## src/rtl/proc_pkg.sv

```systemverilog
`default_nettype none
// ============================================================================
// Module      : proc_pkg
// Description : Shared types and defaults for the store-buffer drain arbiter:
//               2-bit FSM state encoding, miss requester tag, and default
//               miss latency / starvation limit.
// Revision    : 1.0 - initial release
// ============================================================================
package proc_pkg;

    typedef enum logic [1:0] {
        ST_IDLE  = 2'd0,
        ST_DRAIN = 2'd1,
        ST_MISS  = 2'd2,
        ST_FILL  = 2'd3
    } state_t;

    typedef enum logic {
        REQ_LOAD  = 1'b0,
        REQ_STORE = 1'b1
    } req_t;

    localparam int c_miss_lat_dflt   = 4;
    localparam int c_starve_max_dflt = 3;

endpackage : proc_pkg
`default_nettype wire

```

## src/rtl/sb_drain_arb.sv

```systemverilog
`default_nettype none
// ============================================================================
// Module      : sb_drain_arb
// Description : Arbitrates the single D-cache port between pipeline loads and
//               store-buffer drains, with forced drain on a full buffer or
//               after repeated load wins, and a fixed-latency miss/fill path.
// Revision    : 1.0 - initial release
// ============================================================================
module sb_drain_arb
    import proc_pkg::*;
#(
    parameter int MISS_LAT   = c_miss_lat_dflt,
    parameter int STARVE_MAX = c_starve_max_dflt
) (
    input  logic        clk,
    input  logic        reset,
    input  logic        ld_req,
    input  logic [31:0] ld_addr,
    input  logic        sb_valid,
    input  logic        sb_full,
    input  logic [31:0] sb_addr,
    input  logic [31:0] sb_data,
    input  logic        dhit,
    output logic [31:0] dc_addr,
    output logic        dc_we,
    output logic [31:0] dc_wdata,
    output logic        sb_pop,
    output logic        ld_grant,
    output logic        mem_req,
    output logic [31:0] mem_addr,
    output logic        stall
);

    // A latency of 1 still needs a 1-bit counter.
    localparam int             c_cw         = (MISS_LAT > 1) ? $clog2(MISS_LAT) : 1;
    localparam logic [c_cw-1:0] c_lat_init  = c_cw'(MISS_LAT - 1);
    localparam logic [1:0]      c_starve_max = 2'(STARVE_MAX);

    state_t          r_state;
    state_t          w_state_nxt;
    logic [c_cw-1:0] r_cnt;
    logic [c_cw-1:0] w_cnt_nxt;
    logic [1:0]      r_starve;
    logic [1:0]      w_starve_nxt;
    logic [31:2]     r_miss_addr;
    logic [31:2]     w_miss_addr_nxt;
    req_t            r_req;
    req_t            w_req_nxt;
    logic            r_ret;
    logic            w_ret_nxt;
    logic            w_force;
    logic            w_drain_win;

    // State, counters and miss bookkeeping registers.
    always_ff @(posedge clk or posedge reset) begin
        if (reset) begin
            r_state     <= ST_IDLE;
            r_cnt       <= '0;
            r_starve    <= 2'd0;
            r_miss_addr <= '0;
            r_req       <= REQ_LOAD;
            r_ret       <= 1'b0;
        end else begin
            r_state     <= w_state_nxt;
            r_cnt       <= w_cnt_nxt;
            r_starve    <= w_starve_nxt;
            r_miss_addr <= w_miss_addr_nxt;
            r_req       <= w_req_nxt;
            r_ret       <= w_ret_nxt;
        end
    end

    // Next-state, arbitration and output decode; all outputs held low in reset.
    always_comb begin
        w_state_nxt     = r_state;
        w_cnt_nxt       = r_cnt;
        w_miss_addr_nxt = r_miss_addr;
        w_req_nxt       = r_req;
        w_ret_nxt       = 1'b0;
        w_force         = 1'b0;
        w_drain_win     = 1'b0;
        dc_addr         = 32'd0;
        dc_we           = 1'b0;
        dc_wdata        = 32'd0;
        sb_pop          = 1'b0;
        ld_grant        = 1'b0;
        mem_req         = 1'b0;
        mem_addr        = 32'd0;
        stall           = 1'b0;

        case (r_state)
            ST_IDLE: begin
                // A store that just completed its own fill re-arbitrates
                // ahead of loads so it lands on the line it fetched.
                w_force     = sb_valid && (sb_full || (r_starve == c_starve_max) ||
                                           (r_ret && (r_req == REQ_STORE)));
                w_drain_win = w_force || (sb_valid && !ld_req);
                if (w_drain_win) begin
                    dc_addr = sb_addr;
                    if (dhit) begin
                        w_state_nxt = ST_DRAIN;
                    end else begin
                        w_miss_addr_nxt = sb_addr[31:2];
                        w_req_nxt       = REQ_STORE;
                        w_state_nxt     = ST_MISS;
                    end
                end else if (ld_req) begin
                    dc_addr = ld_addr;
                    if (dhit) begin
                        ld_grant = 1'b1;
                    end else begin
                        w_miss_addr_nxt = ld_addr[31:2];
                        w_req_nxt       = REQ_LOAD;
                        w_state_nxt     = ST_MISS;
                    end
                end
            end
            ST_DRAIN: begin
                dc_we       = 1'b1;
                dc_wdata    = sb_data;
                sb_pop      = sb_valid;
                w_state_nxt = ST_IDLE;
            end
            ST_MISS: begin
                mem_req     = 1'b1;
                mem_addr    = {r_miss_addr, 2'b00};
                w_cnt_nxt   = c_lat_init;
                w_state_nxt = ST_FILL;
            end
            default: begin
                // FILL: the cycle that decrements the counter to zero is the
                // last one with mem_req, giving MISS_LAT request cycles total.
                mem_req  = 1'b1;
                mem_addr = {r_miss_addr, 2'b00};
                if (r_cnt <= c_cw'(1)) begin
                    w_cnt_nxt   = '0;
                    w_ret_nxt   = 1'b1;
                    w_state_nxt = ST_IDLE;
                end else begin
                    w_cnt_nxt = r_cnt - c_cw'(1);
                end
            end
        endcase

        stall = (ld_req && !ld_grant) || (r_state == ST_MISS) || (r_state == ST_FILL);

        if (reset) begin
            dc_addr  = 32'd0;
            dc_we    = 1'b0;
            dc_wdata = 32'd0;
            sb_pop   = 1'b0;
            ld_grant = 1'b0;
            mem_req  = 1'b0;
            mem_addr = 32'd0;
            stall    = 1'b0;
        end
    end

    // Starvation counter: counts loads granted over a waiting store, saturating.
    always_comb begin
        w_starve_nxt = r_starve;
        if (sb_pop || !sb_valid) begin
            w_starve_nxt = 2'd0;
        end else if ((r_state == ST_IDLE) && ld_grant && (r_starve != c_starve_max)) begin
            w_starve_nxt = r_starve + 2'd1;
        end
    end

endmodule : sb_drain_arb
`default_nettype wire

```

## config.mk

```make
export PLATFORM = sky130hd
export DESIGN_NAME = sb_drain_arb
export DESIGN_NICKNAME = d
export VERILOG_FILES = /design/src/rtl/proc_pkg.sv /design/src/rtl/sb_drain_arb.sv
export SDC_FILE = /design/constraint.sdc
export NUM_CORES = 1
export LEC_CHECK = 0
export CAP_MARGIN = 20
export CORE_UTILIZATION = 36
export DETAILED_ROUTE_END_ITERATION = 6
export PLACE_DENSITY_LB_ADDON = 0.05
export SYNTH_ARGS = -nofsm -noshare
export SYNTH_HDL_FRONTEND = slang
export SYNTH_SLANG_ARGS = --single-unit
```

## constraint.sdc

```tcl
create_clock -name clk -period 4.1 [get_ports clk]
set_input_delay 0.82 -clock clk [delete_from_list [all_inputs] [get_ports clk]]
set_output_delay 0.82 -clock clk [all_outputs]
set_load 0.1 [all_outputs]
```

==> metrics.md, run 1 <==
| Metric | Value |
|---|---|
| Synth warnings | `0` |
| Power Density | `roughly 690 nW/um2` |
| Cts hold-fix bufs | `0` |
| Post-synth top cells | `nand2_1, dfrtp_1, a21oi_1, and2_1, nor2_1` |
| Share of the synthesized area in the top cell type | `0.374` |
| Main synth FF type | `dfrtp_1` |
| Antenna violations before repair | `0` |
| Setup TNS | `0 ns` |
| Total track usage | `0.241` |
| CTS sink count | `38` |
| Peak VDD IR | `approximately 330 uV` |
| Synthesized instance count | `355` |
| Crit path max-delay family | `buffers and inverters` |
| Initial DRC count | `124` |
| Async S/R FF share, synth | `1.00` |
| Ant. Diodes | `0` |
| Routed via count | `between 3000 and 4000` |
| Max Fclk | `just under 300 MHz` |
| H-tree levels | `2` |
| Pre-CTS setup slack | `between 0.6 and 0.7 ns` |
| Min Hold Slack | `0.512 ns` |
| WP data arrival | `approximately 2.6 ns` |
| Core area | `a little under 7000 um2` |
| CP Buf/Inv Count | `3` |
| Register-to-Register Path Depth | `6` |
| Slowest stage delay, CP | `0.40 ns` |
| Drt pass-1 iters | `4` |
| Number of remaining DRC errors | `0` |
| Area grow syn2layout | `102%` |
| Status | `completed` |
| Grt ovf | `0` |
| Setup ws final | `roughly 0.68 ns` |
| Area after DPL | `5000 um2` |
| Die width | `approximately 86 um` |
| Final Skew | `0.0147 ns` |
| DIE AREA | `7400 um2` |
| Max-Cap Viols | `0` |
| Post-route design area | `roughly 5100 um2` |
| Post-synth EDFFs | `0` |
| Hold Path Origin | `r_cnt[1]` |
| Clk buf depth | `2` |
| Antenna viol nets, final | `0` |
| CTS Buf Count | `5` |
| Netlist cell types | `30` |
| CP Data Required Time | `3.28 ns` |
| Synth Register Bits | `38` |
| IO Pins | `203` |
| IO Port Bufs | `200` |
| Largest cells by area after synthesis | `dfrtp_1, nand2_1, and2_1, a31oi_1, and3_1` |
| Number of global-route vias before repair | `a little under 3000` |
| Crit path time final | `between 3 and 4 ns` |
| Fin util | `0.756` |
| Crit. Startpoint | `sb_full` |
| Final Hold Fails | `0` |
| Slowest cell on crit path | `clkdlybuf4s50_1` |
| Yosys top cell by area | `dfrtp_1` |
| # setup viols final | `0` |
| Unrepaired setup endpoints after global routing | `no` |
| Final wirelength | `between 8000 and 9000 um` |
| Layout cells sized above 1 | `0.237` |
| Final nets | `~650` |
| Post-Syn Area per Cell | `7.16 um2` |
| First-pass GRT wire length | `about 14000 um` |
| Worst hold path depth | `1` |
| Startpoint types | `primary input` |
| Register-to-Register Setup Slack | `just under 2 ns` |
| WHS Endpoint | `r_ret` |
| Final period util | `0.834` |
| Vias per cell | `4.93` |
| Worst-path maximum fanout | `14` |
| Most common cell in the netlist | `nand2_1` |
| Final HPWL from detailed placement | `6780 um` |
| Worst r2r dst | `r_miss_addr[19]` |
| Stages on the worst setup path | `7` |
| Worst-path clk slew | `~0.09 ns` |
| Max Slew Vio Count | `0` |
| Critical R2R Launch | `r_starve[0]` |
| Setup bufs post-CTS | `0` |
| Root Driver | `clkbuf_8` |
| CP cell instances | `clkdlybuf4s50_1 -> a211o_1 -> a21oi_2 -> buf_4 -> nand2_1 -> a21oi_1 -> buf_12` |
| CTS tree | `built` |
| Synthesized area | `roughly 2500 um2` |
| Seq/Total Area, Yosys | `0.374` |
| HP Class | `reg -> reg` |
| Clock Latency Late Sink | `around 0.29 ns` |
| Die height | `between 80 and 90 um` |
| Gpl congestion | `about 0.9` |
| Std-Cell Rows | `30` |
| Pleak | `approximately 2.3 nW` |
| Pin count of the biggest net entering global routing | `around 70` |
| Critical path type | `in -> out` |
| CP Capture Type | `primary output` |
| Post-CTS sizing | `0` |
| Routed len/inst | `~14 um` |
| Initial core utilization | `0.374` |
[worst register-to-register path: stages (launching register included)]
cell     delay [ns]
dfrtp_1        0.40
ha_1           0.24
a211o_1        0.40
o21ai_2        0.34
buf_4          0.38
nand2_1        0.10
a31oi_1        0.21
[report_power, final]
| group | internal, W | switching, W |
|---|---|---|
| Sequential | 0.000552 | 0.0000957 |
| Clock | 0.000244 | 0.000139 |
| Combinational | 0.000724 | 0.00177 |
| Total | 0.00152 | 0.00201 |
[through the flow]
stage | cells | power (W)
floorplan | 356 | 0.00241
CTS | 641 | 0.00355
global placement | 633 | 0.00313
detailed placement | 633 | 0.00316
global route | 641 | 0.00369
finish | 641 | 0.00353
[cell type report]
| type | count | area (um2) |
|---|---|---|
| Clock buffer | 5 | 68.8 |
| Multi-Input combinational cell | 282 | 1470 |
| Sequential cell | 38 | 951 |
| Tap cell | 96 | 120 |
| Inverter | 5 | 18.8 |
| Fill cell | 503 | 1660 |
| Timing Repair Buffer | 212 | 2440 |
| Clock inverter | 3 | 68.8 |
[cells in the final DEF, fill, tap and decap left out, drive strengths merged]
cell type and instances:
nand2 92, nand3 3, nand2b 2, buf 111, bufinv 2, mux2 1, inv 5, o21a 1
clkdlybuf4s50 101, a21oi 35, clkinv 1, or4b 1, and3 30, a31oi 30, o21bai 1, conb 2
mux2i 1, a211oi 2, a21o 1, ha 1, xnor2 1, o21ai 6, dfrtp 38, and2 33
clkbuf 5, nor3 3, nor2 34, a2111oi 1, a211o 1
[flip-flops by register name (all words and copies together), names as in the netlist]
signal / count
r_starve: 2
r_miss_addr: 30
r_state: 2
r_cnt: 2
r_req: 1
r_ret: 1
[logic make-up (layout without fill, tap and decap cells)]
kind of cell,after synthesis,after routing,share of synthesized area
multiplexers,2,2,0.00837
AND/OR/NAND/NOR,198,198,0.364
AO/OA/AOI/OAI,78,78,0.184
buffers and inverters,36,225,0.0600
other,1,2,0.00147
flip-flops,38,38,0.374
XOR/XNOR,1,1,0.00345
adder cells (fa/ha/maj),1,1,0.00492
[metal layers]
layer  share of wire  vias up  track usage
li1                -     1568            -
met1            0.40     1443        0.304
met2            0.51      136        0.413
met3           0.077       13       0.0577
met4           0.016        0       0.0636
met5               0        -            0
[how the worst max path moves through the flow]
stage                   to  slack (ns)
6_report       dc_addr[10]        0.68
5_1_grt        dc_addr[19]        0.57
4_1_cts        dc_addr[10]        0.68
3_5_place_dp   dc_addr[10]        0.68
3_3_place_gp   dc_addr[18]        0.72
2_1_floorplan   dc_addr[0]        0.05
(Power assumes the default switching activity.)
==> run 2, diff against run 1 <==
--- a/config.mk
+++ b/config.mk
@@ -6,7 +6,7 @@
 export NUM_CORES = 1
 export LEC_CHECK = 0
 export CAP_MARGIN = 20
-export CORE_UTILIZATION = 36
+export CORE_UTILIZATION = 30
 export DETAILED_ROUTE_END_ITERATION = 6
 export PLACE_DENSITY_LB_ADDON = 0.05
 export SYNTH_ARGS = -nofsm -noshare
==> constraint.sdc (replaced) <==
create_clock -name clk -period 2.8 [get_ports clk]
set_input_delay 0.56 -clock clk [delete_from_list [all_inputs] [get_ports clk]]
set_output_delay 0.56 -clock clk [all_outputs]
set_load 0.1 [all_outputs]
==> metrics.md, run 2 (synthesis gave the netlist of run 1 again) <==
| Metric | Value |
|---|---|
| Final Skew | `0.0110 ns (-0.00368 ns)` |
| Root Driver | `clkbuf_8` |
| Number of remaining DRC errors | `0 (unchanged)` |
| Status | `completed` |
| Routed len/inst | `16.2 um (+17%)` |
| Max Slew Vio Count | `0 (unchanged)` |
| # setup viols final | `0 (unchanged)` |
| Crit. Startpoint | `sb_full` |
| Ant. Diodes | `0 (unchanged)` |
| Antenna violations before repair | `0 (unchanged)` |
| Peak VDD IR | `433 uV (+30%)` |
| Commonest non-fill, non-tap cell in the layout | `buf_12` |
| Setup TNS | `0 ns (unchanged)` |
| CTS tree | `built` |
| Reg with most FFs | `r_miss_addr` |
| Final wirelength | `10800 um (+21%)` |
| Final period util | `0.995` |
| Worst-path maximum fanout | `10 (-4)` |
| IO Pins | `203 (unchanged)` |
| Routed via count | `3339 (+5.7%)` |
| Grt ovf | `0 (unchanged)` |
| Largest register FFs | `30 (unchanged)` |
| Total track usage | `0.242 (+0.000706)` |
| Pin count of the biggest net entering global routing | `51 (-26%)` |
| Vias per cell | `5.02 (+1.9%)` |
| Critical path type | `in -> out` |
| Fin util | `0.784 (+0.0281)` |
| IO Port Bufs | `200 (unchanged)` |
| Max-Cap Viols | `0 (unchanged)` |
| Unrepaired setup endpoints after global routing | `yes` |
| Std-Cell Rows | `33 (+10%)` |
| DIE AREA | `8850 um2 (+20%)` |
| Number of global-route vias before repair | `3322 (+12%)` |
| Final Hold Fails | `0 (unchanged)` |
| Layout cells sized above 1 | `0.336 (+0.0990)` |
| Initial DRC count | `122 (-1.6%)` |
| Area grow syn2layout | `153%` |
| Gpl congestion | `0.767 (-13%)` |
| Clock Latency Late Sink | `0.30 ns (about the same)` |
| Crit path time final | `between 2 and 3 ns` |
| CTS Buf Count | `5 (unchanged)` |
| Worst-path clk slew | `0.07 ns (-0.02 ns)` |
| Initial core utilization | `0.309 (-0.0648)` |
| CP Data Required Time | `2.24 ns (-1.04 ns)` |
| Clk buf depth | `2 (unchanged)` |
| HP Class | `reg -> reg` |
| WP data arrival | `2.23 ns (-0.37 ns)` |
| CP Capture Type | `primary output` |
| Antenna viol nets, final | `0 (unchanged)` |
| Drt pass-1 iters | `4 (unchanged)` |
| First-pass GRT wire length | `16600 um (+16%)` |
| Die height | `94.1 um (+9.3%)` |
| Core area | `8220 um2 (+21%)` |
| Die width | `94.1 um (+9.3%)` |
| Critical R2R Launch | `r_state[1]` |
| Overall Power | `0.00592 W (+68%)` |
| Startpoint types | `primary input` |
| Pleak | `2.61 nW (+13%)` |
| Hold Path Origin | `r_cnt[1]` |
| Commonest cells after routing, fill and taps aside | `buf_12, clkdlybuf4s50_1, nand2_1` |
| Final-layout fill cell count | `529 (+5.2%)` |
| Final nets | `662 (+2.3%)` |
| CTS sink count | `38 (unchanged)` |
| Max Fclk | `roughly 360 MHz` |
| Power Density | `918 nW/um2 (+34%)` |
| Final HPWL from detailed placement | `8260 um (+22%)` |
| H-tree levels | `2 (unchanged)` |
run 2: changes by cell type in the layout (fill, tap and decap cells not counted), moves of 2 or more:
cell       change
and2_1         -9
clkbuf_16      +2
buf_12        +58
buf_4         -46
a21oi_1       -32
and2_2         +9
a21oi_4       +33
run 2: cell type report:
class | count | area [um2] | share of cell area
flip-flops and latches | 38 | 951 | 0.148
multi-input cells | 282 | 1880 | 0.291
well taps | 105 | 131 | 0.0204
inverters | 5 | 18.8 | 0.00291
clock inverters | 2 | 60.1 | 0.00932
repair buffers | 227 | 3320 | 0.516
clock buffers | 6 | 82.6 | 0.0128
run 2: power breakdown:
group | total, W | internal, W | switching (W)
clock network | 0.000591 | 0.000380 | 0.000210
logic | 0.00435 | 0.00155 | 0.00281
registers | 0.000975 | 0.000808 | 0.000167
total | 0.00592 | 0.00273 | 0.00318
run 2: final timing paths:
check	end	slack (ns)	cells after the start
worst max-delay path	dc_addr[24]	0.01	8
worst min-delay path	r_ret	0.51	1
worst max register to register	r_starve[1]	0.84	4
worst min register to register	r_ret	0.51	1
max in group asynchronous	r_miss_addr[14]	1.57	5
min in group asynchronous	r_state[1]	0.85	4
run 2: routing by layer:
layer	GRT usage	routed length, um
met5	0	0
met4	0.0667	138
met3	0.0663	836
met2	0.455	5700
met1	0.263	4080
run 2: critical path: stages:
cell,delay [ns]
clkdlybuf4s50_1,0.42
a211o_4,0.31
a21oi_4,0.20
buf_12,0.14
clkbuf_16,0.15
nand2_1,0.09
a21oi_4,0.17
buf_12,0.19
run 2: what timing repair did:
action / in CTS / in global routing
gates cloned: 0 / 3
pin swaps: 2 / 26
setup buffers: 0 / 2
hold buffers: 0 / 0
setup endpoints to repair: 11 / 29
resized for setup: 0 / 7
run 2: through the flow:
stage	hold WS [ns]	instance area (um2)	setup slack [ns]	std cells
2_1_floorplan	0.447	2930	-0.128	356
3_3_place_gp	0.465	6180	0.0806	652
3_5_place_dp	0.478	6180	0.0388	652
4_1_cts	0.503	6330	0.00575	660
5_1_grt	0.542	6440	-0.0314	665
6_report	0.511	6440	0.0128	665
